$ cat src/rtl/rate_counter_pkg.sv
// Shared types and divider-load arithmetic for the rate-divided counter.
package rate_counter_pkg;

    typedef enum logic [1:0] {
        SPD_FULL = 2'd0,
        SPD_4HZ  = 2'd1,
        SPD_2HZ  = 2'd2,
        SPD_1HZ  = 2'd3
    } speed_t;

    // A rate of 0 means step on every clock, so the divider never leaves 0.
    function automatic int unsigned calc_load(input int unsigned clk_hz,
                                              input int unsigned rate_hz,
                                              input int unsigned sim_div);
        if (rate_hz == 0) begin
            return 0;
        end
        return clk_hz / (rate_hz * sim_div) - 1;
    endfunction

endpackage

$ cat src/rtl/rate_tick_gen.sv
// Down-counting rate divider producing the step-enable tick for the counter.
module rate_tick_gen
    import rate_counter_pkg::*;
#(
    parameter int unsigned CLK_HZ   = 50000000,
    parameter int unsigned SIM_DIV  = 1,
    parameter int unsigned RATE0_HZ = 0,
    parameter int unsigned RATE1_HZ = 4,
    parameter int unsigned RATE2_HZ = 2,
    parameter int unsigned RATE3_HZ = 1,
    parameter int          DIV_W    = 26
) (
    input  logic   clock,
    input  logic   reset,
    input  logic   run,
    input  logic   load,
    input  speed_t speed_sel,
    output logic   tick
);

    localparam logic [DIV_W-1:0] LOAD_0 = DIV_W'(calc_load(CLK_HZ, RATE0_HZ, SIM_DIV));
    localparam logic [DIV_W-1:0] LOAD_1 = DIV_W'(calc_load(CLK_HZ, RATE1_HZ, SIM_DIV));
    localparam logic [DIV_W-1:0] LOAD_2 = DIV_W'(calc_load(CLK_HZ, RATE2_HZ, SIM_DIV));
    localparam logic [DIV_W-1:0] LOAD_3 = DIV_W'(calc_load(CLK_HZ, RATE3_HZ, SIM_DIV));

    speed_t           speed_sel_q;
    logic [DIV_W-1:0] div;
    logic [DIV_W-1:0] load_sel;
    logic             spd_change;

    // Indexed by the live select: it equals speed_sel_q whenever the divider
    // reloads at terminal count, and is the new rate on a speed change.
    always_comb begin
        load_sel = LOAD_0;
        case (speed_sel)
            SPD_FULL: load_sel = LOAD_0;
            SPD_4HZ:  load_sel = LOAD_1;
            SPD_2HZ:  load_sel = LOAD_2;
            SPD_1HZ:  load_sel = LOAD_3;
            default:  load_sel = LOAD_0;
        endcase
    end

    assign spd_change = (speed_sel != speed_sel_q);
    assign tick       = run && (div == '0) && !load && !spd_change;

    always_ff @(posedge clock or negedge reset) begin
        if (!reset) begin
            div         <= LOAD_0;
            speed_sel_q <= SPD_FULL;
        end else begin
            speed_sel_q <= speed_sel;
            if (load || spd_change) begin
                div <= load_sel;
            end else if (run) begin
                div <= (div == '0) ? load_sel : div - DIV_W'(1);
            end
        end
    end

endmodule

$ cat src/rtl/rate_counter.sv
// Up/down counter stepping at a selectable divided rate, with load, pause,
// wrap/saturate limits and a one-cycle terminal-count flag.
module rate_counter
    import rate_counter_pkg::*;
#(
    parameter int          WIDTH     = 4,
    parameter int          MAX_COUNT = 2**WIDTH - 1,
    parameter int unsigned CLK_HZ    = 50000000,
    parameter int unsigned SIM_DIV   = 1,
    parameter int unsigned RATE0_HZ  = 0,
    parameter int unsigned RATE1_HZ  = 4,
    parameter int unsigned RATE2_HZ  = 2,
    parameter int unsigned RATE3_HZ  = 1,
    parameter int          DIV_W     = 26
) (
    input  logic             clock,
    input  logic             reset,
    input  logic [1:0]       speed_sel,
    input  logic             run,
    input  logic             up,
    input  logic             load,
    input  logic [WIDTH-1:0] load_value,
    input  logic             wrap,
    output logic [WIDTH-1:0] count,
    output logic             tick,
    output logic             tc
);

    localparam logic [WIDTH-1:0] MAX_C = WIDTH'(MAX_COUNT);

    logic [WIDTH-1:0] count_nxt;
    logic             tc_nxt;

    rate_tick_gen #(
        .CLK_HZ   (CLK_HZ),
        .SIM_DIV  (SIM_DIV),
        .RATE0_HZ (RATE0_HZ),
        .RATE1_HZ (RATE1_HZ),
        .RATE2_HZ (RATE2_HZ),
        .RATE3_HZ (RATE3_HZ),
        .DIV_W    (DIV_W)
    ) u_tick_gen (
        .clock     (clock),
        .reset     (reset),
        .run       (run),
        .load      (load),
        .speed_sel (speed_t'(speed_sel)),
        .tick      (tick)
    );

    // tc flags only a step onto the terminal value, never a wrap off it
    // or a saturated hold.
    always_comb begin
        count_nxt = count;
        tc_nxt    = 1'b0;
        if (load) begin
            count_nxt = (load_value > MAX_C) ? MAX_C : load_value;
        end else if (tick) begin
            if (up) begin
                if (count == MAX_C) begin
                    count_nxt = wrap ? '0 : count;
                end else begin
                    count_nxt = count + WIDTH'(1);
                    tc_nxt    = (count_nxt == MAX_C);
                end
            end else begin
                if (count == '0) begin
                    count_nxt = wrap ? MAX_C : count;
                end else begin
                    count_nxt = count - WIDTH'(1);
                    tc_nxt    = (count_nxt == '0);
                end
            end
        end
    end

    always_ff @(posedge clock or negedge reset) begin
        if (!reset) begin
            count <= '0;
            tc    <= 1'b0;
        end else begin
            count <= count_nxt;
            tc    <= tc_nxt;
        end
    end

endmodule
$ cat config.mk
export PLATFORM = sky130hd
export DESIGN_NAME = rate_counter
export DESIGN_NICKNAME = d
export VERILOG_FILES = /design/src/rtl/rate_counter_pkg.sv /design/src/rtl/rate_tick_gen.sv /design/src/rtl/rate_counter.sv
export SDC_FILE = /design/constraint.sdc
export NUM_CORES = 1
export LEC_CHECK = 0
export ABC_CLOCK_PERIOD_IN_PS = 7600
export CAP_MARGIN = 40
export CORE_MARGIN = 2
export CORE_UTILIZATION = 50
export DETAILED_ROUTE_END_ITERATION = 10
export DONT_BUFFER_PORTS = 1
export GPL_TIMING_DRIVEN = 1
export MAX_ROUTING_LAYER = met4
export SYNTH_ARGS = -nofsm -noshare
export SYNTH_HDL_FRONTEND = slang
export SYNTH_HIERARCHICAL = 1
export SYNTH_SLANG_ARGS = --single-unit
$ cat constraint.sdc
create_clock -name clock -period 7.6 [get_ports clock]
set_clock_uncertainty 0.05 [all_clocks]
set_input_delay 2.28 -clock clock [delete_from_list [all_inputs] [get_ports clock]]
set_output_delay 2.28 -clock clock [all_outputs]
set_load 0.05 [all_outputs]
# After elaboration in Yosys (flattened, before gate mapping)
# Cells that the tools add are included.
# word_totals
ff_bits,33
latchBits,0
ram_bits,0
mem_bits_ro,0
in_bits,12
out_inout_bits,6
wordCells,46
n_memories,0
# op_classes
addsub,3
multipliers,0
n_div,0
order_cmp,1
n_eq_ne,8
n_shift,0
muxes,17
bitwise,0
reduce_logical,13
# ops
cell,n
26-bit case mux with 4 select lines,1
26-bit two-way mux,3
4-bit two-way mux,8
26-bit zero test,1
26-bit by 1-bit subtractor with 26-bit output (second input constant),1
4-bit equality test (second input constant),2
4-bit zero test,2
4-bit inequality test (second input constant),2
1-bit two-way mux,5
4-bit by 1-bit adder with 4-bit output (second input constant),1
2-bit equality test (second input constant),2
4-bit > comparator (second input constant),1
2-bit nonzero test,2
4-bit by 1-bit subtractor with 4-bit output (second input constant),1
1-bit logical AND,3
3-bit AND reduction,1
2-bit by 1-bit equality test with 1-bit output (second input constant),1
1-bit zero test,2
2-bit zero test,1
2-bit inequality test,1
1-bit logical OR,1

# Logic depth before layout (Yosys ltp)
# Gate-level depths: netlist of run 1.
# logic_depth
depth_word,6
mapped_depth,11
mapped_depth_nobuf,9

# By module
# The synthesis of run 1 kept the hierarchy.
# modules_own_cells
module,instances,cells_each,area_each_um2,seq_area_each_um2
rate_tick_gen,1,203,1752.9,700.7
rate_counter,1,63,546.8,125.1

# Worst setup path after synthesis of run 1
# OpenSTA, ideal clock, no wires.
# synth_path
path_type,input port to output port
start,in speed_sel[0]
end,out tick
t_arrival_ns,4.937
required_ns,5.270
setup_slack_ns,0.333
cell_stages,6
path_buffers,2
cell_sequence,xnor2_1 -> nand2_1 -> or2_2 -> clkbuf_1 -> clkbuf_1 -> nor4_1
# synth_between
elab_chain_cells,3
# synth_lines
item,line_no,text
from (decl),rate_counter.sv:18,"input logic [1:0] speed_sel,"
2-bit inequality test,rate_tick_gen.sv:44,assign spd_change = (speed_sel != speed_sel_q);
1-bit zero test,rate_tick_gen.sv:45,assign tick = run && (div == '0) && !load && !spd_change;
1-bit logical AND,rate_tick_gen.sv:45,
to (decl),rate_counter.sv:25,"output logic tick,"
# No other way between the ends.

# Worst setup path after layout of run 1
# layout_path
start,in speed_sel[1]
end,out tick
# The elaborated chain is that of the path after synthesis.

==> reports/qor.yml, run 1 <==
run_status:
  outcome: "completed"
worst_setup_path:
  critical_path_class: "primary input to output port"
  r2r-start: "u_tick_gen/div[0]$_DFFE_PN0P_"
  setup.worst_path.start_class: "primary input"
  slowest_stage: "or2_2"
  crit_chain: "xnor2_1 > nand2_1 > or2_2 > nor4_2 > buf_4"
  path_max_fanout: 17
  cp.arrival_ns: 3.50
  slowest_delay_ns: 0.45
  end_kind: "output port"
  cp.required_ns: 5.27
  crit_start: "speed_sel[1]"
synth:
  synth_top_area_share_pct: 35.9
  synthCells: 266
  yosys.area.top_type: "dfrtp_1"
  synth_cell_types: 63
  syn_avg_cell_area_um2: 8.65
  yosysMostFrequentCell: "dfrtp_1"
  synth_commonest_cells: "dfrtp_1 (33), nand2_1 (22), nor2_1 (21), nand3_1 (17), nor3_1 (17)"
  synth_area_leaders: "dfrtp_1 (36%), ha_1 (4.9%), nand3_1 (3.7%)"
  yosysSeqAreaShare_pct: 35.9
  async_flop_share_pct: 100
  synth-seq-cells: 33
  synth_ff_type: "dfrtp_1"
  synthesis.area_um2: 2300
  synth_fp_nets: 287
  synth_edf_count: 0
  ys_warn_count: 6
power_and_ir_drop:
  powerDensity_nw_per_um2: 176
  power.leakage_nw: 0.888
  ir_drop_v: 0.000121
place:
  dp_hpwl_um: 4150
  io_buffers: 0
  gp_routability_congestion: 0.876
drt:
  wl_per_cell_um: 18.4
  firstDrtPassIters: 5
  num_vias: 2053
  via_per_inst: 6.56
  drt-initial-drc-count: 238
  postRouteAntennaNets: 0
  drc_errors: 0
  wirelength_um: 5770
sta:
  timing.fmax_mhz: 171
  hold_viol: 0
  rsz0062_at_grt: "no"
  period_share_pct: 76.7
  worst-slew-pin-transition_ns: 0.797
  tns_ns: 0
  final-setup-viol-count: 0
  fin_crit_ns: 5.83
  slew_headroom_pct: 46.9
  drv_slew: 0
final_layout:
  areaGrowthSynthToFinish_pct: 3.86
  fin_nets: 282
  drive_gt1_share_pct: 9.58
  antennaDiodeCount: 0
  fillers: 408
  final_core_util_pct: 54.5
global_route:
  antenna_found_initial: 0
  grt_use_met2_pct: 33.1
  grt_overflow: 0
  first_global_vias: 1894
  busiest_layer: "met1"
  met3_usage_pct: 6.33
  grt.total_usage_pct: 24.4
  grtUsageMet1_pct: 36.3
  grt_first_pass_wirelength_um: 9480
  grt_max_degree: 34
clock_network:
  htreeDepth: 2
  cts_setup_buffers: 0
  cts_resized: 0
  cts_buffers: 5
  clk_path_buf_depth: 2
  cts_tree: "built"
  root_buffer: "clkbuf_8"
  holdBufCountCts: 0
  clk_latency_ns: 0.28
  clk_pin_slew_ns: 0.06
  cts_sinks: 33
floorplanning:
  core-area_um2: 4380
  ios: 18
  die_y_um: 71.8
  initial_utilization_pct: 52.5
  num_rows: 24
  dieArea_um2: 5160
  die_x_um: 71.8
job:
  drv_cap: 0
min_path:
  worstHoldStart: "u_tick_gen/div[0]$_DFFE_PN0P_"
  min_path_type: "register to register"
-- critical path: cells and delay by family --
family        cells  cell delay, ns
xor+xnor          1            0.12
simple gates      3            0.83
buf+inv           1            0.26
-- worst paths after layout --
path                       cells after the start                        endpoint  slack [ns]
min in group asynchronous                      0  u_tick_gen/div[16]$_DFFE_PN0P_        1.64
min                                            1   u_tick_gen/div[0]$_DFFE_PN0P_        0.49
max                                            5                            tick        1.77
max reg2reg                                    9            count[2]$_DFFE_PN0P_        4.13
max in group asynchronous                      0  u_tick_gen/div[18]$_DFFE_PN0P_        5.78
min reg2reg                                    1   u_tick_gen/div[0]$_DFFE_PN0P_        0.49
-- per-stage QoR --
stage | total power [mW] | hold WS, ns | cells | cell area, µm² | setup WS [ns]
3_5_place_dp | 0.289 | 0.472 | 306 | 2300 | 1.77
2_1_floorplan | 0.276 | 0.431 | 266 | 2300 | 0.333
3_3_place_gp | 0.289 | 0.471 | 306 | 2300 | 1.78
4_1_cts | 0.424 | 0.488 | 313 | 2390 | 1.78
5_1_grt | 0.444 | 0.526 | 313 | 2390 | 1.65
6_report | 0.421 | 0.489 | 313 | 2390 | 1.77
-- area by class of cell --
class	instances	area (µm²)	share of cell area, %
multi-input cells	207	1350	56.6
flip-flops and latches	33	826	34.6
clock buffers	7	86.3	3.61
well taps	52	65.1	2.72
inverters	12	45.0	1.89
repair buffers	2	15.0	0.629
-- sequential cells by signal, summed over array words and instances (netlist names) --
register / cells
count: 4
tc: 1
u_tick_gen/div: 26
u_tick_gen/speed_sel_q: 2
-- placed cells by master (no fill, tap or decap), types with 2 or more instances in the layout --
master / count
dfrtp_1: 33
nand2_1: 22
nor2_1: 21
nand3_1: 17
nor3_1: 17
a21oi_1: 16
inv_1: 12
o21ai_0: 12
ha_1: 9
or3_1: 7
clkbuf_8: 6
nand4_1: 5
a31oi_1: 5
nor4_1: 5
xnor2_1: 4
and3_1: 4
nand3b_1: 3
o31ai_1: 3
or4_1: 3
a311oi_1: 3
o211ai_1: 3
o21bai_1: 2
nand2b_1: 2
buf_4: 2
nor4b_1: 2
nor2_2: 2
o221a_2: 2
a211oi_1: 2
a311o_1: 2
nand4b_1: 2
-- cells by family (layout without fill, tap and decap cells) --
family / Yosys count / count (layout) / synth area share [%]
AND/OR/NAND/NOR: 123 / 123 / 29.4
AO/OA/AOI/OAI: 68 / 68 / 21.4
XOR/XNOR: 5 / 5 / 1.90
flip-flops: 33 / 33 / 35.9
multiplexers: 2 / 2 / 0.925
adder cells (fa/ha/maj): 9 / 9 / 4.90
buffers and inverters: 26 / 21 / 5.60
-- layer usage --
| layer | vias up | wire, µm |
|---|---|---|
| met1 | 967 | 2790 |
| met3 | 4 | 529 |
| met5 | - | 0 |
| met4 | 0 | 38 |
| met2 | 91 | 2410 |
| li1 | 991 | - |
-- power breakdown --
group          switching (mW)  total [mW]  internal [mW]
Combinational          0.0381      0.0670         0.0288
Sequential             0.0289       0.220          0.191
Clock                  0.0621       0.134         0.0718
Total                   0.129       0.421          0.292
Power figures use the tool's default switching activity.
==> inputs of run 2 (changes only) <==
--- a/config.mk
+++ b/config.mk
@@ -5,7 +5,7 @@
 export SDC_FILE = /design/constraint.sdc
 export NUM_CORES = 1
 export LEC_CHECK = 0
-export ABC_CLOCK_PERIOD_IN_PS = 7600
+export ABC_CLOCK_PERIOD_IN_PS = 4890
 export CAP_MARGIN = 40
 export CORE_MARGIN = 2
 export CORE_UTILIZATION = 50
@@ -13,6 +13,7 @@
 export DONT_BUFFER_PORTS = 1
 export GPL_TIMING_DRIVEN = 1
 export MAX_ROUTING_LAYER = met4
+export PLACE_DENSITY = 0.68
 export SYNTH_ARGS = -nofsm -noshare
 export SYNTH_HDL_FRONTEND = slang
 export SYNTH_HIERARCHICAL = 1
==> constraint.sdc (replaced) <==
create_clock -name clock -period 4.89 [get_ports clock]
set_clock_uncertainty 0.05 [all_clocks]
set_input_delay 1.467 -clock clock [delete_from_list [all_inputs] [get_ports clock]]
set_output_delay 1.467 -clock clock [all_outputs]
set_load 0.05 [all_outputs]
==> run 2 against run 1 <==
  * Sequential share of layout area is 0.13 points lower
  * Die area stayed put
  * Clock power is 52% higher
  * Global-route usage is 0.55 points lower
==> reports/qor.yml, run 2 (synthesized netlist as in run 1, its figures left out) <==
clock_network:
  root_buffer: "clkbuf_8"
  holdBufCountCts: 0
  cts_buffers: 5
  htreeDepth: 2
  cts_resized: 0
  clk_pin_slew_ns: 0.06
  cts_sinks: 33
  cts_setup_buffers: 0
  cts_tree: "built"
  clk_latency_ns: 0.28
  clk_path_buf_depth: 2
drt:
  firstDrtPassIters: 4
  via_per_inst: 6.68
  postRouteAntennaNets: 0
  num_vias: 2092
  drc_errors: 0
  wirelength_um: 5460
  wl_per_cell_um: 17.4
  drt-initial-drc-count: 248
global_route:
  antenna_found_initial: 0
  grt_first_pass_wirelength_um: 9630
  first_global_vias: 2011
  grt_overflow: 0
  grt.total_usage_pct: 23.8
  grt_max_degree: 34
floorplanning:
  die_y_um: 71.8
  core-area_um2: 4380
  dieArea_um2: 5160
  initial_utilization_pct: 52.5
  die_x_um: 71.8
  ios: 18
  num_rows: 24
sta:
  rsz0062_at_grt: "no"
  drv_slew: 0
  hold_viol: 0
  slew_headroom_pct: 47.5
  tns_ns: 0
  setup_slack_ns: 0.652
  period_share_pct: 86.7
  hold_slack_ns: 0.494
  fin_crit_ns: 4.24
  worst-slew-pin-transition_ns: 0.788
  timing.fmax_mhz: 236
  final-setup-viol-count: 0
power_and_ir_drop:
  total_power_uw: 650
  ir_drop_v: 0.000181
  powerDensity_nw_per_um2: 271
  power.leakage_nw: 0.903
place:
  gp_routability_congestion: 0.872
  pre_cts_ws_ns: 0.689
  dpl_cell_area_um2: 2310
  dp_hpwl_um: 3930
  io_buffers: 0
worst_setup_path:
  slowest_delay_ns: 0.48
  critical_path_class: "primary input to output port"
  path_buf_inv: 1
  path_max_fanout: 19
  end_kind: "output port"
  setup.worst_path.start_class: "primary input"
  crit_chain: "nor4b_1 > nand2_1 > nor4_4 > buf_4"
  slowest_stage: "nor4b_1"
  critPathTopFamily: "simple AND/OR/NAND/NOR gates"
  cp.required_ns: 3.37
  cp.arrival_ns: 2.72
final_layout:
  final_cell_mix: "dfrtp_1 (33), nand2_1 (22), nor2_1 (21), nand3_1 (17), nor3_1 (17)"
  reg.largest.list: "u_tick_gen/div x26, count x4, u_tick_gen/speed_sel_q x2"
  largest_reg_flops: 26
  drive_gt1_share_pct: 9.58
  areaGrowthSynthToFinish_pct: 4.24
  antennaDiodeCount: 0
  top_register: "u_tick_gen/div"
  mostFrequentLayoutCell: "dfrtp_1"
  fin_nets: 282
  final_cell_area_um2: 2400
min_path:
  min_path_type: "register to register"
job:
  drv_cap: 0
run_status:
  outcome: "completed"
==> run 2: cell counts in the layout (fill, tap and decap cells not counted) <==
No cell type changed its count.
==> run 2: worst paths after layout <==
path,slack [ns],end,startpoint,depth (start not counted)
max,0.65,tick,run,4
min,0.49,u_tick_gen/div[0]$_DFFE_PN0P_,u_tick_gen/div[0]$_DFFE_PN0P_,1
max reg2reg,1.47,count[2]$_DFFE_PN0P_,u_tick_gen/div[0]$_DFFE_PN0P_,9
min reg2reg,0.49,u_tick_gen/div[0]$_DFFE_PN0P_,u_tick_gen/div[0]$_DFFE_PN0P_,1
max in group asynchronous,3.89,u_tick_gen/div[16]$_DFFE_PN0P_,reset,0
min in group asynchronous,0.83,tc$_DFF_PN0_,reset,0
==> run 2: where the power goes <==
| group | internal, mW | switching [mW] |
|---|---|---|
| clock | 0.112 | 0.0928 |
| sequential | 0.297 | 0.0451 |
| combinational | 0.0447 | 0.0589 |
==> run 2: final cells by class <==
class / count / area [µm²]
fill: 399 / 1990
multi-input combinational: 207 / 1360
sequential: 33 / 826
clock buffer: 7 / 86.3
tap: 52 / 65.1
inverter: 12 / 45.0
timing repair buffer: 2 / 15.0
==> run 2: per-stage QoR <==
stage               utilization [%]  cells
finish                         54.7    313
global route                   54.7    313
CTS                            54.7    313
detailed placement             52.7    306
global placement               52.7    306
floorplan                         -    266
==> run 2: metal layers <==
layer	wire length [µm]	track usage (%)	share of wire, %
met2	2500	34.3	46
met3	422	5.06	7.7
met1	2460	33.5	45
met4	69	7.97	1.3
met5	0	-	0
==> inputs of run 3 (changes only) <==
--- a/config.mk
+++ b/config.mk
@@ -5,15 +5,16 @@
 export SDC_FILE = /design/constraint.sdc
 export NUM_CORES = 1
 export LEC_CHECK = 0
-export ABC_CLOCK_PERIOD_IN_PS = 4890
+export ABC_AREA = 1
+export ABC_CLOCK_PERIOD_IN_PS = 3900
 export CAP_MARGIN = 40
 export CORE_MARGIN = 2
 export CORE_UTILIZATION = 50
 export DETAILED_ROUTE_END_ITERATION = 10
 export DONT_BUFFER_PORTS = 1
+export GPL_ROUTABILITY_DRIVEN = 0
 export GPL_TIMING_DRIVEN = 1
 export MAX_ROUTING_LAYER = met4
-export PLACE_DENSITY = 0.68
 export SYNTH_ARGS = -nofsm -noshare
 export SYNTH_HDL_FRONTEND = slang
 export SYNTH_HIERARCHICAL = 1
==> constraint.sdc (replaced) <==
create_clock -name clock -period 3.9 [get_ports clock]
set_clock_uncertainty 0.05 [all_clocks]
set_input_delay 1.17 -clock clock [delete_from_list [all_inputs] [get_ports clock]]
set_output_delay 1.17 -clock clock [all_outputs]
set_load 0.05 [all_outputs]
==> run 3 against run 2 <==
  * Die area grew 11%
  * Highest routed layer unchanged
  * Setup slack lost 0.31 ns
  * Combinational power increased by 97%
  * First-iteration DRC count shrank 40%
  * Sequential power rose by 32%
==> reports/qor.yml, run 3 <==
power_and_ir_drop:
  power.leakage_nw: 1.29
  ir_drop_v: 0.000225
  powerDensity_nw_per_um2: 348
  total_power_uw: 953
clock_network:
  root_buffer: "clkbuf_8"
  htreeDepth: 2
  clk_path_buf_depth: 2
  cts_resized: 0
  cts_tree: "built"
  clk_pin_slew_ns: 0.07
  clk_latency_ns: 0.29
  cts_buffers: 5
  cts_sinks: 33
  cts_setup_buffers: 0
  holdBufCountCts: 0
sta:
  rsz0062_at_grt: "no"
  tns_ns: 0
  slew_headroom_pct: 48.2
  final-setup-viol-count: 0
  timing.fmax_mhz: 281
  period_share_pct: 91.1
  worst-slew-pin-transition_ns: 0.778
  fin_crit_ns: 3.55
  setup_slack_ns: 0.347
  drv_slew: 0
  hold_viol: 0
worst_setup_path:
  slowest_delay_ns: 0.25
  worstReg2RegEnd: "count[2]$_DFFE_PN0P_"
  setup.worst_path.start_class: "primary input"
  timing.reg2reg.setup_slack_ns: 1.67
  cp.required_ns: 2.68
  critical_path_class: "primary input to output port"
  end_kind: "output port"
  cp.arrival_ns: 2.33
  crit_chain: "inv_1 > nor2_1 > inv_1 > nand2_1 > nor2_8 > inv_1 > nor4_4 > buf_4"
  slowest_stage: "buf_4"
  cp_common_cell: "inv_1"
  ff2ff_path_depth: 12
  path_max_fanout: 10
  r2r-start: "u_tick_gen/div[0]$_DFFE_PN0P_"
final_layout:
  top_register: "u_tick_gen/div"
  areaGrowthSynthToFinish_pct: 6.88
  largest_reg_flops: 26
  mostFrequentLayoutCell: "nand2_1"
  final_cell_area_um2: 2740
  drive_gt1_share_pct: 11.4
  final_cell_mix: "nand2_1 (113), nor2_1 (78), inv_1 (36), dfrtp_1 (33), nand3_1 (18)"
  reg.largest.list: "u_tick_gen/div x26, count x4, u_tick_gen/speed_sel_q x2"
  antennaDiodeCount: 0
  fin_nets: 407
  fillers: 527
floorplanning:
  num_rows: 26
  die_y_um: 75.6
  die_x_um: 75.6
  dieArea_um2: 5710
  ios: 18
  initial_utilization_pct: 51.1
  core-area_um2: 5010
drt:
  drt-initial-drc-count: 148
  via_per_inst: 5.08
  wl_per_cell_um: 13.0
  postRouteAntennaNets: 0
  firstDrtPassIters: 4
  drc_errors: 0
  num_vias: 2320
  wirelength_um: 5920
place:
  dp_hpwl_um: 4520
  io_buffers: 0
  dpl_cell_area_um2: 2640
  pre_cts_ws_ns: 0.338
synth:
  synth_commonest_cells: "nand2_1 (113), nor2_1 (78), inv_1 (36), dfrtp_1 (33), nand3_1 (18)"
  synth_cell_types: 29
  synthesis.area_um2: 2560
  yosys.area.top_type: "dfrtp_1"
  synth_edf_count: 0
  yosysSeqAreaShare_pct: 32.2
  async_flop_share_pct: 100
  synth_top_area_share_pct: 32.2
  synth_ff_type: "dfrtp_1"
  synth_fp_nets: 403
  synthCells: 382
  ys_warn_count: 6
  yosysMostFrequentCell: "nand2_1"
  synth-seq-cells: 33
  syn_avg_cell_area_um2: 6.71
  synth_area_leaders: "dfrtp_1 (32%), nand2_1 (17%), nor2_1 (11%)"
global_route:
  antenna_found_initial: 0
  grt_first_pass_wirelength_um: 9950
  first_global_vias: 2102
  grt_max_degree: 34
  grt.total_usage_pct: 23.7
  grt_overflow: 0
min_path:
  worstHoldStart: "u_tick_gen/div[0]$_DFFE_PN0P_"
  min_path_type: "register to register"
  whs_endpoint: "u_tick_gen/div[0]$_DFFE_PN0P_"
  hold_depth: 2
run_status:
  outcome: "completed"
job:
  drv_cap: 0
## run 3: cell count changes in the layout (fill, tap and decap cells not counted), moves of 5 or more
| cell | change |
|---|---|
| nand2_1 | +91 |
| nor2_1 | +57 |
| inv_1 | +24 |
| nor3_1 | -16 |
| o21ai_1 | +10 |
| a21oi_1 | -8 |
| o21ai_2 | +8 |
| xor2_1 | +8 |
| or3_1 | -7 |
| nand2_2 | +6 |
| a31oi_1 | -5 |
| nor4_1 | -5 |
## run 3: worst max-delay path by stage
stage                 startpoint    to  slack, ns  cells past startpoint
detailed placement  speed_sel[1]  tick       0.34                      8
finish              speed_sel[1]  tick       0.35                      8
CTS                 speed_sel[1]  tick       0.34                      8
floorplan           speed_sel[1]  tick       0.22                      7
global placement    speed_sel[0]  tick       0.40                      8
global route        speed_sel[0]  tick       0.19                      8
## run 3: through the flow
stage          std cells  util, %  hold slack (ns)
3_5_place_dp         449     52.6            0.428
3_3_place_gp         449     52.6            0.413
4_1_cts              457     54.7            0.445
2_1_floorplan        382        -            0.405
5_1_grt              457     54.7            0.461
6_report             457     54.7            0.444
## run 3: report_power, final
group,total [mW],switching [mW],internal (mW)
logic,0.205,0.128,0.0772
clock network,0.295,0.135,0.160
registers,0.452,0.0758,0.377
total,0.953,0.339,0.613
## run 3: cell type report
class	count	area, µm²	area share [%]
clock buffer	7	96.3	3.52
timing repair buffer	1	7.51	0.274
multi-input combinational	305	1570	57.2
tap	70	87.6	3.20
inverter	40	150	5.48
sequential	33	826	30.2
clock inverter	1	5.00	0.183
## run 3: logic make-up after synthesis
| logic type | share of synthesized area (%) |
|---|---|
| AOI/OAI and AO/OA | 9.08 |
| xor gates and xnor gates | 5.81 |
| adders and majority gates | 4.39 |
| buffers and inverters | 7.23 |
| DFF | 32.2 |
| and+or+nand+nor | 41.3 |
## run 3: critical path: cells and delay by family
kind / cells / cell delay, ns
buffers and inverters: 4 / 0.54
and+or+nand+nor: 4 / 0.61
## run 3: per-layer routing
metal | GRT usage [%] | vias to the layer above | wire length, µm
li1 | - | 1206 | -
met1 | 34.1 | 1075 | 2970
met2 | 34.9 | 35 | 2690
met3 | 4.37 | 4 | 203
met4 | 4.87 | 0 | 49
met5 | - | - | 0
